[src/rtl/cr_kme_drbg_seed_sel_pkg.sv]
// rtl/cr_kme_drbg_seed_sel_pkg.sv - shared types and constants for DRBG seed selection
package cr_kme_drbg_seed_sel_pkg;

    localparam int DRBG_CNT_W = 48;
    localparam int DRBG_KEY_W = 256;
    localparam int DRBG_VAL_W = 128;

    // A reseed interval of zero means the seed never expires.
    localparam logic [DRBG_CNT_W-1:0] RESEED_UNLIMITED = '0;

    typedef enum logic [1:0] {
        ST_IDLE  = 2'd0,
        ST_GRANT = 2'd1,
        ST_BUSY  = 2'd2,
        ST_CHECK = 2'd3
    } seed_sel_state_e;

    typedef struct packed {
        logic [255:0] key;
        logic [127:0] value;
        logic [47:0]  reseed_interval;
    } drbg_seed_t;

endpackage

[src/rtl/cr_kme_drbg_seed_cnt.sv]
// rtl/cr_kme_drbg_seed_cnt.sv - per-seed generate counter, re-arm clear and expiry pulse
module cr_kme_drbg_seed_cnt
    import cr_kme_drbg_seed_sel_pkg::*;
#(
    parameter int CNT_W = DRBG_CNT_W
) (
    input  logic             clk,
    input  logic             rst,
    input  logic             valid,
    input  logic [CNT_W-1:0] interval,
    input  logic             inc,
    input  logic             check_en,
    output logic             expire,
    output logic             invalidate
);

    logic             valid_q;
    logic [CNT_W-1:0] cnt;
    logic             rise;

    assign rise = valid & ~valid_q;

    // A re-arm in the check cycle restarts the interval, so it must not also expire.
    assign expire = check_en & ~rise &
                    (interval != CNT_W'(RESEED_UNLIMITED)) & (cnt >= interval);

    always_ff @(posedge clk) begin
        if (rst) begin
            valid_q    <= 1'b0;
            cnt        <= '0;
            invalidate <= 1'b0;
        end else begin
            valid_q    <= valid;
            invalidate <= expire;
            if (rise || expire) begin
                cnt <= '0;
            end else if (inc && (cnt != {CNT_W{1'b1}})) begin
                cnt <= cnt + 1'b1;
            end
        end
    end

endmodule

[src/rtl/cr_kme_drbg_seed_sel.sv]
// rtl/cr_kme_drbg_seed_sel.sv - DRBG seed selection and reseed-interval tracking; option CR_KME_DRBG_SEED_SEL_STATS_EN
module cr_kme_drbg_seed_sel
    import cr_kme_drbg_seed_sel_pkg::*;
#(
    parameter int CNT_W = DRBG_CNT_W,
    parameter int KEY_W = DRBG_KEY_W,
    parameter int VAL_W = DRBG_VAL_W
) (
    input  logic             clk,
    input  logic             rst,
    input  logic             seed0_valid,
    input  logic [KEY_W-1:0] seed0_internal_state_key,
    input  logic [VAL_W-1:0] seed0_internal_state_value,
    input  logic [CNT_W-1:0] seed0_reseed_interval,
    input  logic             seed1_valid,
    input  logic [KEY_W-1:0] seed1_internal_state_key,
    input  logic [VAL_W-1:0] seed1_internal_state_value,
    input  logic [CNT_W-1:0] seed1_reseed_interval,
    output logic             seed0_invalidate,
    output logic             seed1_invalidate,
    input  logic             drbg_req,
    output logic             drbg_gnt,
    input  logic             drbg_done,
    output logic [KEY_W-1:0] drbg_seed_key,
    output logic [VAL_W-1:0] drbg_seed_value,
    output logic             drbg_seed_id,
`ifdef CR_KME_DRBG_SEED_SEL_STATS_EN
    output logic [31:0]      seed0_gen_total,
    output logic [31:0]      seed1_gen_total,
`endif
    output logic             drbg_no_seed
);

    seed_sel_state_e state;
    logic            active_ptr;
    logic [1:0]      seed_valid;
    drbg_seed_t      seed_s [2];
    logic            sel_ok;
    logic            sel_id;
    logic [1:0]      cnt_inc;
    logic [1:0]      cnt_check;
    logic [1:0]      cnt_expire;

    assign seed_valid = {seed1_valid, seed0_valid};

    assign seed_s[0].key             = seed0_internal_state_key;
    assign seed_s[0].value           = seed0_internal_state_value;
    assign seed_s[0].reseed_interval = seed0_reseed_interval;
    assign seed_s[1].key             = seed1_internal_state_key;
    assign seed_s[1].value           = seed1_internal_state_value;
    assign seed_s[1].reseed_interval = seed1_reseed_interval;

    // Prefer the active seed; fall back to the other one so a single valid seed still serves.
    always_comb begin
        sel_ok = 1'b1;
        sel_id = active_ptr;
        if (seed_valid[active_ptr]) begin
            sel_id = active_ptr;
        end else if (seed_valid[~active_ptr]) begin
            sel_id = ~active_ptr;
        end else begin
            sel_ok = 1'b0;
        end
    end

    assign drbg_no_seed = drbg_req & (state == ST_IDLE) & ~seed0_valid & ~seed1_valid;

    always_comb begin
        cnt_inc   = '0;
        cnt_check = '0;
        cnt_inc[drbg_seed_id]   = (state == ST_BUSY) & drbg_done;
        cnt_check[drbg_seed_id] = (state == ST_CHECK);
    end

    always_ff @(posedge clk) begin
        if (rst) begin
            state           <= ST_IDLE;
            active_ptr      <= 1'b0;
            drbg_gnt        <= 1'b0;
            drbg_seed_key   <= '0;
            drbg_seed_value <= '0;
            drbg_seed_id    <= 1'b0;
        end else begin
            case (state)
                ST_IDLE: begin
                    if (drbg_req && sel_ok) begin
                        drbg_seed_key   <= seed_s[sel_id].key;
                        drbg_seed_value <= seed_s[sel_id].value;
                        drbg_seed_id    <= sel_id;
                        active_ptr      <= sel_id;
                        drbg_gnt        <= 1'b1;
                        state           <= ST_GRANT;
                    end
                end
                ST_GRANT: begin
                    drbg_gnt <= 1'b0;
                    state    <= ST_BUSY;
                end
                ST_BUSY: begin
                    if (drbg_done) begin
                        state <= ST_CHECK;
                    end
                end
                ST_CHECK: begin
                    if (|cnt_expire) begin
                        active_ptr <= ~active_ptr;
                    end
                    state <= ST_IDLE;
                end
                default: state <= ST_IDLE;
            endcase
        end
    end

    cr_kme_drbg_seed_cnt #(.CNT_W(CNT_W)) u_cnt0 (
        .clk        (clk),
        .rst        (rst),
        .valid      (seed0_valid),
        .interval   (seed_s[0].reseed_interval),
        .inc        (cnt_inc[0]),
        .check_en   (cnt_check[0]),
        .expire     (cnt_expire[0]),
        .invalidate (seed0_invalidate)
    );

    cr_kme_drbg_seed_cnt #(.CNT_W(CNT_W)) u_cnt1 (
        .clk        (clk),
        .rst        (rst),
        .valid      (seed1_valid),
        .interval   (seed_s[1].reseed_interval),
        .inc        (cnt_inc[1]),
        .check_en   (cnt_check[1]),
        .expire     (cnt_expire[1]),
        .invalidate (seed1_invalidate)
    );

`ifdef CR_KME_DRBG_SEED_SEL_STATS_EN
    always_ff @(posedge clk) begin
        if (rst) begin
            seed0_gen_total <= '0;
            seed1_gen_total <= '0;
        end else begin
            if (cnt_inc[0]) seed0_gen_total <= seed0_gen_total + 32'd1;
            if (cnt_inc[1]) seed1_gen_total <= seed1_gen_total + 32'd1;
        end
    end
`endif

endmodule

[config.mk]
export PLATFORM = sky130hd
export DESIGN_NAME = cr_kme_drbg_seed_sel
export DESIGN_NICKNAME = d
export VERILOG_FILES = /design/src/rtl/cr_kme_drbg_seed_sel_pkg.sv /design/src/rtl/cr_kme_drbg_seed_cnt.sv /design/src/rtl/cr_kme_drbg_seed_sel.sv
export SDC_FILE = /design/constraint.sdc
export NUM_CORES = 1
export LEC_CHECK = 0
export BUFFER_PORTS_ARGS = -buffer_cell sky130_fd_sc_hd__buf_2
export CAP_MARGIN = 10
export CORE_AREA = 2 2 487 489
export CTS_BUF_LIST = sky130_fd_sc_hd__clkbuf_4 sky130_fd_sc_hd__clkbuf_8
export DETAILED_ROUTE_END_ITERATION = 10
export DIE_AREA = 0 0 489 491
export PLACE_DENSITY_LB_ADDON = 0.25
export RECOVER_POWER = 100
export SYNTH_ARGS = -nofsm -noshare
export SYNTH_HDL_FRONTEND = slang
export SYNTH_SLANG_ARGS = --single-unit
[constraint.sdc]
create_clock -name clk -period 3.79 [get_ports clk]
set_clock_uncertainty 0.15 [all_clocks]
set_input_delay 0.5685 -clock clk [delete_from_list [all_inputs] [get_ports clk]]
set_output_delay 0.5685 -clock clk [all_outputs]
set_load 0.05 [all_outputs]
**Yosys cells after proc, flatten, opt, wreduce, memory -nomap -nowiden**

Index checks and enable logic that the tools add are counted.
W data, S select, Z words.

- Output and inout port bits: 389
- Input port bits: 870
- Register bits: 489
- Logic and storage cells: 90

- $add $sub $neg: 2
- Magnitude comparators: 7
- Eq/ne operators: 8
- Reductions and logical operators: 18
- Bitwise gates (word level): 22
- Muxes and demuxes: 21

Operator list:

| cell | number |
|---|---|
| $mux W432 | 3 |
| $add A48 B1 Y48 const B | 2 |
| $ge A48 B48 Y1 | 2 |
| $ne A48 B48 Y1 const B | 2 |
| $reduce_bool A48 Y1 | 2 |
| $and A1 B1 Y1 | 12 |
| $mux W1 | 12 |
| $pmux W2 S4 | 1 |
| $not A1 Y1 | 7 |
| $lt A1 B2 Y1 const B | 3 |
| $reduce_and A2 Y1 | 3 |
| $reduce_or A2 Y1 | 3 |
| $and A2 B2 Y2 | 2 |
| $eq A2 B2 Y1 const B | 2 |
| $logic_and A1 B1 Y1 | 4 |
| $mux W2 | 2 |
| $ne A2 B1 Y1 const B | 2 |
| $pmux W1 S2 | 2 |
| $reduce_bool A2 Y1 | 2 |
| $reduce_and A3 Y1 | 1 |
| $eq A2 B1 Y1 const B | 1 |
| $ge A2 B2 Y1 const B | 1 |
| $logic_not A2 Y1 | 1 |
| $logic_or A1 B1 Y1 | 2 |
| 4 further kinds | 4 |

**Depth between registers and ports, before layout**

- Depth after elaboration: 11
- Depth in mapped cells: 11
- Mapped depth without buffers: 10

**Modules after synthesis**

From an unflattened synthesis, not the netlist that was laid out.

- Cell total of the unflattened synthesis: 2661
- Area total of the unflattened synthesis: 24622.4 µm²

By module, submodules not included:

| module | seq. area each (µm²) | cells an instance | area each (µm²) | times used |
|---|---|---|---|---|
| cr_kme_drbg_seed_sel | 7787.5 | 1749 | 17297.8 | 1 |
| cr_kme_drbg_seed_cnt | 1001.0 | 456 | 3662.3 | 2 |

**Worst setup path after synthesis**

No wires, ideal clock.

- Path kind: input to register
- From: input seed0_reseed_interval[46]
- To: register u_cnt0.cnt[22]
- Setup time: 0.064 ns
- Cell stages on the path: 11
- Slack: 0.913 ns
- Required time: 3.576 ns
- Data arrival time: 2.663 ns
- Path buffers: 2
- Path through: inv_1 -> ha_1 -> a21oi_1 -> nand2_1 -> a221oi_1 -> o211ai_1 -> nor4b_1 -> o21ai_0 -> clkbuf_1 -> buf_2 -> nor2_1

- Longest elaborated chain between the ends: 5
- Elaborated cells between the ends (all ways): 6
- Classes of those cells: order compare (1); bitwise (2); reduce/logical (3)

RTL lines:

| element | RTL line | source |
|---|---|---|
| start: declaration | cr_kme_drbg_seed_sel.sv:14 | `input logic [CNT_W-1:0] seed0_reseed_interval,` |
| parallel branches: the longest is 2 deep, another holds $ge A48 B48 Y1 | - |  |
| $and A1 B1 Y1 (*) | cr_kme_drbg_seed_cnt.sv:25 | `(interval != CNT_W'(RESEED_UNLIMITED)) & (cnt >= interval);` |
| $logic_or A1 B1 Y1 (*) | cr_kme_drbg_seed_cnt.sv:35 | `if (rise \|\| expire) begin` |
| $reduce_or A2 Y1 (no source line) (*) | - |  |
| end signal: assignment | cr_kme_drbg_seed_cnt.sv:38 | `cnt <= cnt + 1'b1;` |
| end: declaration | cr_kme_drbg_seed_cnt.sv:18 | `logic [CNT_W-1:0] cnt;` |

Every way passes the cells marked *.
A chain may end at the register's enable or synchronous reset.

**Final worst setup path**

- From: input seed0_valid
- To: register drbg_seed_value[10]

- Longest elaborated chain between the ends: 8
- Elaborated cells between the ends (all ways): 14
- Classes of those cells: mux (11); bitwise (1); reduce/logical (2)

RTL lines:

| element | RTL line | source |
|---|---|---|
| start: declaration | cr_kme_drbg_seed_sel.sv:11 | `input logic seed0_valid,` |
| $mux W1 (implied by the code) (2 in series) | cr_kme_drbg_seed_sel.sv:59 | `end else if (seed_valid[~active_ptr]) begin` |
| $mux W1 | cr_kme_drbg_seed_sel.sv:59 |  |
| $mux W1 | cr_kme_drbg_seed_sel.sv:57 | `if (seed_valid[active_ptr]) begin` |
| $not A1 Y2 (implied by the code) | cr_kme_drbg_seed_sel.sv:88 | `drbg_seed_value <= seed_s[sel_id].value;` |
| $mux W432 (implied by the code) (3 in series) | cr_kme_drbg_seed_sel.sv:88 |  |
| end signal: assignment | cr_kme_drbg_seed_sel.sv:88 |  |
| end: declaration | cr_kme_drbg_seed_sel.sv:25 | `output logic [VAL_W-1:0] drbg_seed_value,` |

Several ways; a longest one is shown, not always the timed one. The select of a mux whose other input is x is not followed.

==> qor.txt <==
Core Area = 235000 µm²
max-slew violations = 161
fin cells = 8009
Post-Route Setup TNS = 0 ns
CP Capture Type = flop
Initial DRT Pass Iterations = 5
TritonCTS Buffers = 105
critical path class = input port to flop
starting density of the core = 10.2%
Clock Tree Buf Depth = 3
Worst IR Drop VDD = 276 µV
YS warnings = 0
worst hold start = seed1_internal_state_key[45]
Initial DRC Count = 1739
worst-path maximum fanout = 38
pin count of the biggest net entering global routing = 137
Tot Pwr = 23600 µW
vias in the first global route = 29.7k
final wirelength = 189000 µm
CP Launch Type = input port
Seq/Total Area, Yosys = 40.8%
vias = 29.5k
Place WS = 0.408 ns
post_cts resized = 0
# setup viols final = 0
first-pass GRT wire length = 249000 µm
CTS H-tree lvls = 3
number of fill cells = 26.7k
most common cell after layout, fill and taps aside = buf_2
CTS Hold Bufs = 775
ANT nets after route = 0
cell area power density = 536 nW/µm²
CTS sink count = 489
IO Port Bufs = 1258
hold endpoint = drbg_seed_key[45]
CTS tree = yes
status = finished, violations left
Worst EP required = 4.39 ns
#FFs+latches synth = 489
Root Driver = clkbuf_8
Syn Nets = 3649
vias per cell = 3.68
setup ws final = 0.364 ns
synth unique cells = 54
DRC = 0
IO Count = 1259
r2r endpoint = drbg_seed_value[10]
Post-CTS Setup Bufs = 0
Global Route Usage Sum = 15.2%
later-pin clock latency in the skew report = 0.87 ns
arrival time worst endpoint = 4.03 ns
synth-to-layout area growth = 83.5%
die width = 489 µm
full die area = 240000 µm²
dominant synthesized flop cell = dfxtp_1
row cnt = 178
DPL Wire Length = 158000 µm
unrepaired setup endpoints after global routing = false
Post-synth EDFFs = 0
period utilisation layout = 90.4%
total of max-cap violations = 1
Slew headroom = -47.5%
Async SR Flop Fraction = 0%
worst min path class = input port to flop
fmax = 0.292 GHz
leak pwr = 0.0177 µW
residual overflow from global routing = 0
Synth Cell Area = 24000 µm²
most frequent cells in the layout = buf_2 (868), dlygate4sd3_1 (775), nor2_1 (504)
worst reg-to-reg path cell count = 7
Cells after DPL = 6957
cell count of the worst hold path = 3
CTS clk-pin slew, worst paths = 0.06 ns
Critical R2R Launch = active_ptr
Post-Synthesis Cells = 2676
r2r setup slk = 0.48 ns
layout cells sized above 1 = 23.6%
Routed WL per cell = 23.6 µm
final net count = 5662
Final min period = 3.43 ns
initial antenna violation count = 204
DIE HEIGHT = 491 µm
measured slew at the worst slew-check pin = 2.21 ns
failing checks = max-capacitance violations, max-slew violations
Hold Vio Cnt, Final = 0
Avg Synthesized Cell Area = 8.97 µm²
routability cong. = 0.976
[area by class of cell]
cell class / instances / area, µm² / area share, %
tap: 3150 / 3940 / 8.95
multi-input combinational: 1891 / 13100 / 29.8
timing repair buffer: 2093 / 14200 / 32.2
antenna: 87 / 218 / 0.494
sequential: 489 / 9790 / 22.2
clock inverter: 22 / 333 / 0.756
clock buffer: 168 / 2060 / 4.68
inverter: 109 / 409 / 0.929
[flip-flops by register name, indices dropped and copies added (netlist names)]
name	cells
drbg_seed_id	1
drbg_seed_value	128
u_cnt0.cnt	48
active_ptr	1
state	2
u_cnt1.valid_q	1
drbg_gnt	1
drbg_seed_key	256
u_cnt0.valid_q	1
u_cnt1.invalidate	1
u_cnt0.invalidate	1
u_cnt1.cnt	48
[power by group]
part / internal, µW / switching (µW) / leakage (µW)
registers: 6120 / 593 / 0.00402
clock network: 3820 / 2930 / 0.00127
logic: 3130 / 7030 / 0.0124
total: 13100 / 10500 / 0.0177
[critical path, stage by stage]
cell	delay, ns
dlygate4sd3_1	0.57
buf_2	0.15
inv_1	0.10
maj3_4	0.39
buf_12	0.21
clkbuf_4	0.75
buf_12	0.27
mux2i_1	0.23
dlygate4sd3_1	0.61
a211oi_1	0.08
[synth_stat cells, types with 2 or more instances]
master / number / area (µm²)
nor2_1: 505 / 1900
dfxtp_1: 489 / 9790
a211oi_1: 389 / 2920
mux2i_1: 387 / 3870
clkbuf_1: 129 / 484
inv_1: 109 / 409
ha_1: 103 / 1290
nand2_1: 80 / 300
a21oi_1: 62 / 310
nand3_1: 55 / 275
buf_1: 48 / 180
xnor2_1: 40 / 350
xor2_1: 39 / 342
o21ai_0: 36 / 180
nor4_1: 33 / 206
nand4_1: 31 / 194
nor3_1: 24 / 120
and4_1: 18 / 158
or3_1: 16 / 100
and3_1: 13 / 81.3
buf_2: 9 / 45.0
and2_1: 8 / 50.1
a21o_1: 5 / 37.5
nor2b_1: 5 / 31.3
or2_2: 4 / 25.0
nand2b_1: 3 / 18.8
or4_1: 3 / 22.5
a221oi_1: 2 / 17.5
nand4_2: 2 / 25.0
nor3_2: 2 / 20.0
nor4b_1: 2 / 17.5
o211ai_1: 2 / 15.0
o31ai_1: 2 / 15.0
[logic make-up (layout without fill, tap and decap cells)]
| group | after synthesis | count (layout) | synth area share [%] |
|---|---|---|---|
| AOI/OAI and AO/OA | 508 | 508 | 14.9 |
| xor gates and xnor gates | 79 | 79 | 2.88 |
| adders and majority gates | 104 | 104 | 5.41 |
| buffers and inverters | 296 | 2392 | 4.69 |
| DFF | 489 | 489 | 40.8 |
| muxes | 387 | 387 | 16.1 |
| other | 0 | 87 | 0 |
| and+or+nand+nor | 813 | 813 | 15.2 |
[per-stage QoR]
stage                     utilization, %  area (µm²)  hold WS, ns
after floorplan                        -       24000        0.320
after global placement              14.6       34300        0.333
after detailed placement            14.6       34300        0.338
after CTS                           19.0       44400     0.000578
after global routing                18.7       44000       0.0710
final                               18.8       44100        0.134
[per-layer routing]
layer	global-route usage (%)	share of wire, %	wire length [µm]	up-vias
met3	5.05	8.9	16900	359
met1	17.4	40	75000	14000
li1	-	-	-	13800
met2	25.9	48	90300	1299
met5	0	0.23	438	-
met4	5.56	3.6	6770	68
[worst max-delay path by stage]
stage,endpoint,cells after the start,startpoint
3_3_place_gp,u_cnt0.cnt[29],12,seed0_reseed_interval[37]
6_report,drbg_seed_value[10],10,seed0_valid
4_1_cts,drbg_seed_key[92],6,active_ptr
2_1_floorplan,u_cnt0.cnt[22],11,seed0_reseed_interval[46]
5_1_grt,drbg_seed_value[84],8,seed1_valid
3_5_place_dp,u_cnt0.cnt[25],12,seed0_reseed_interval[37]
Power figures use the tool's default switching activity.
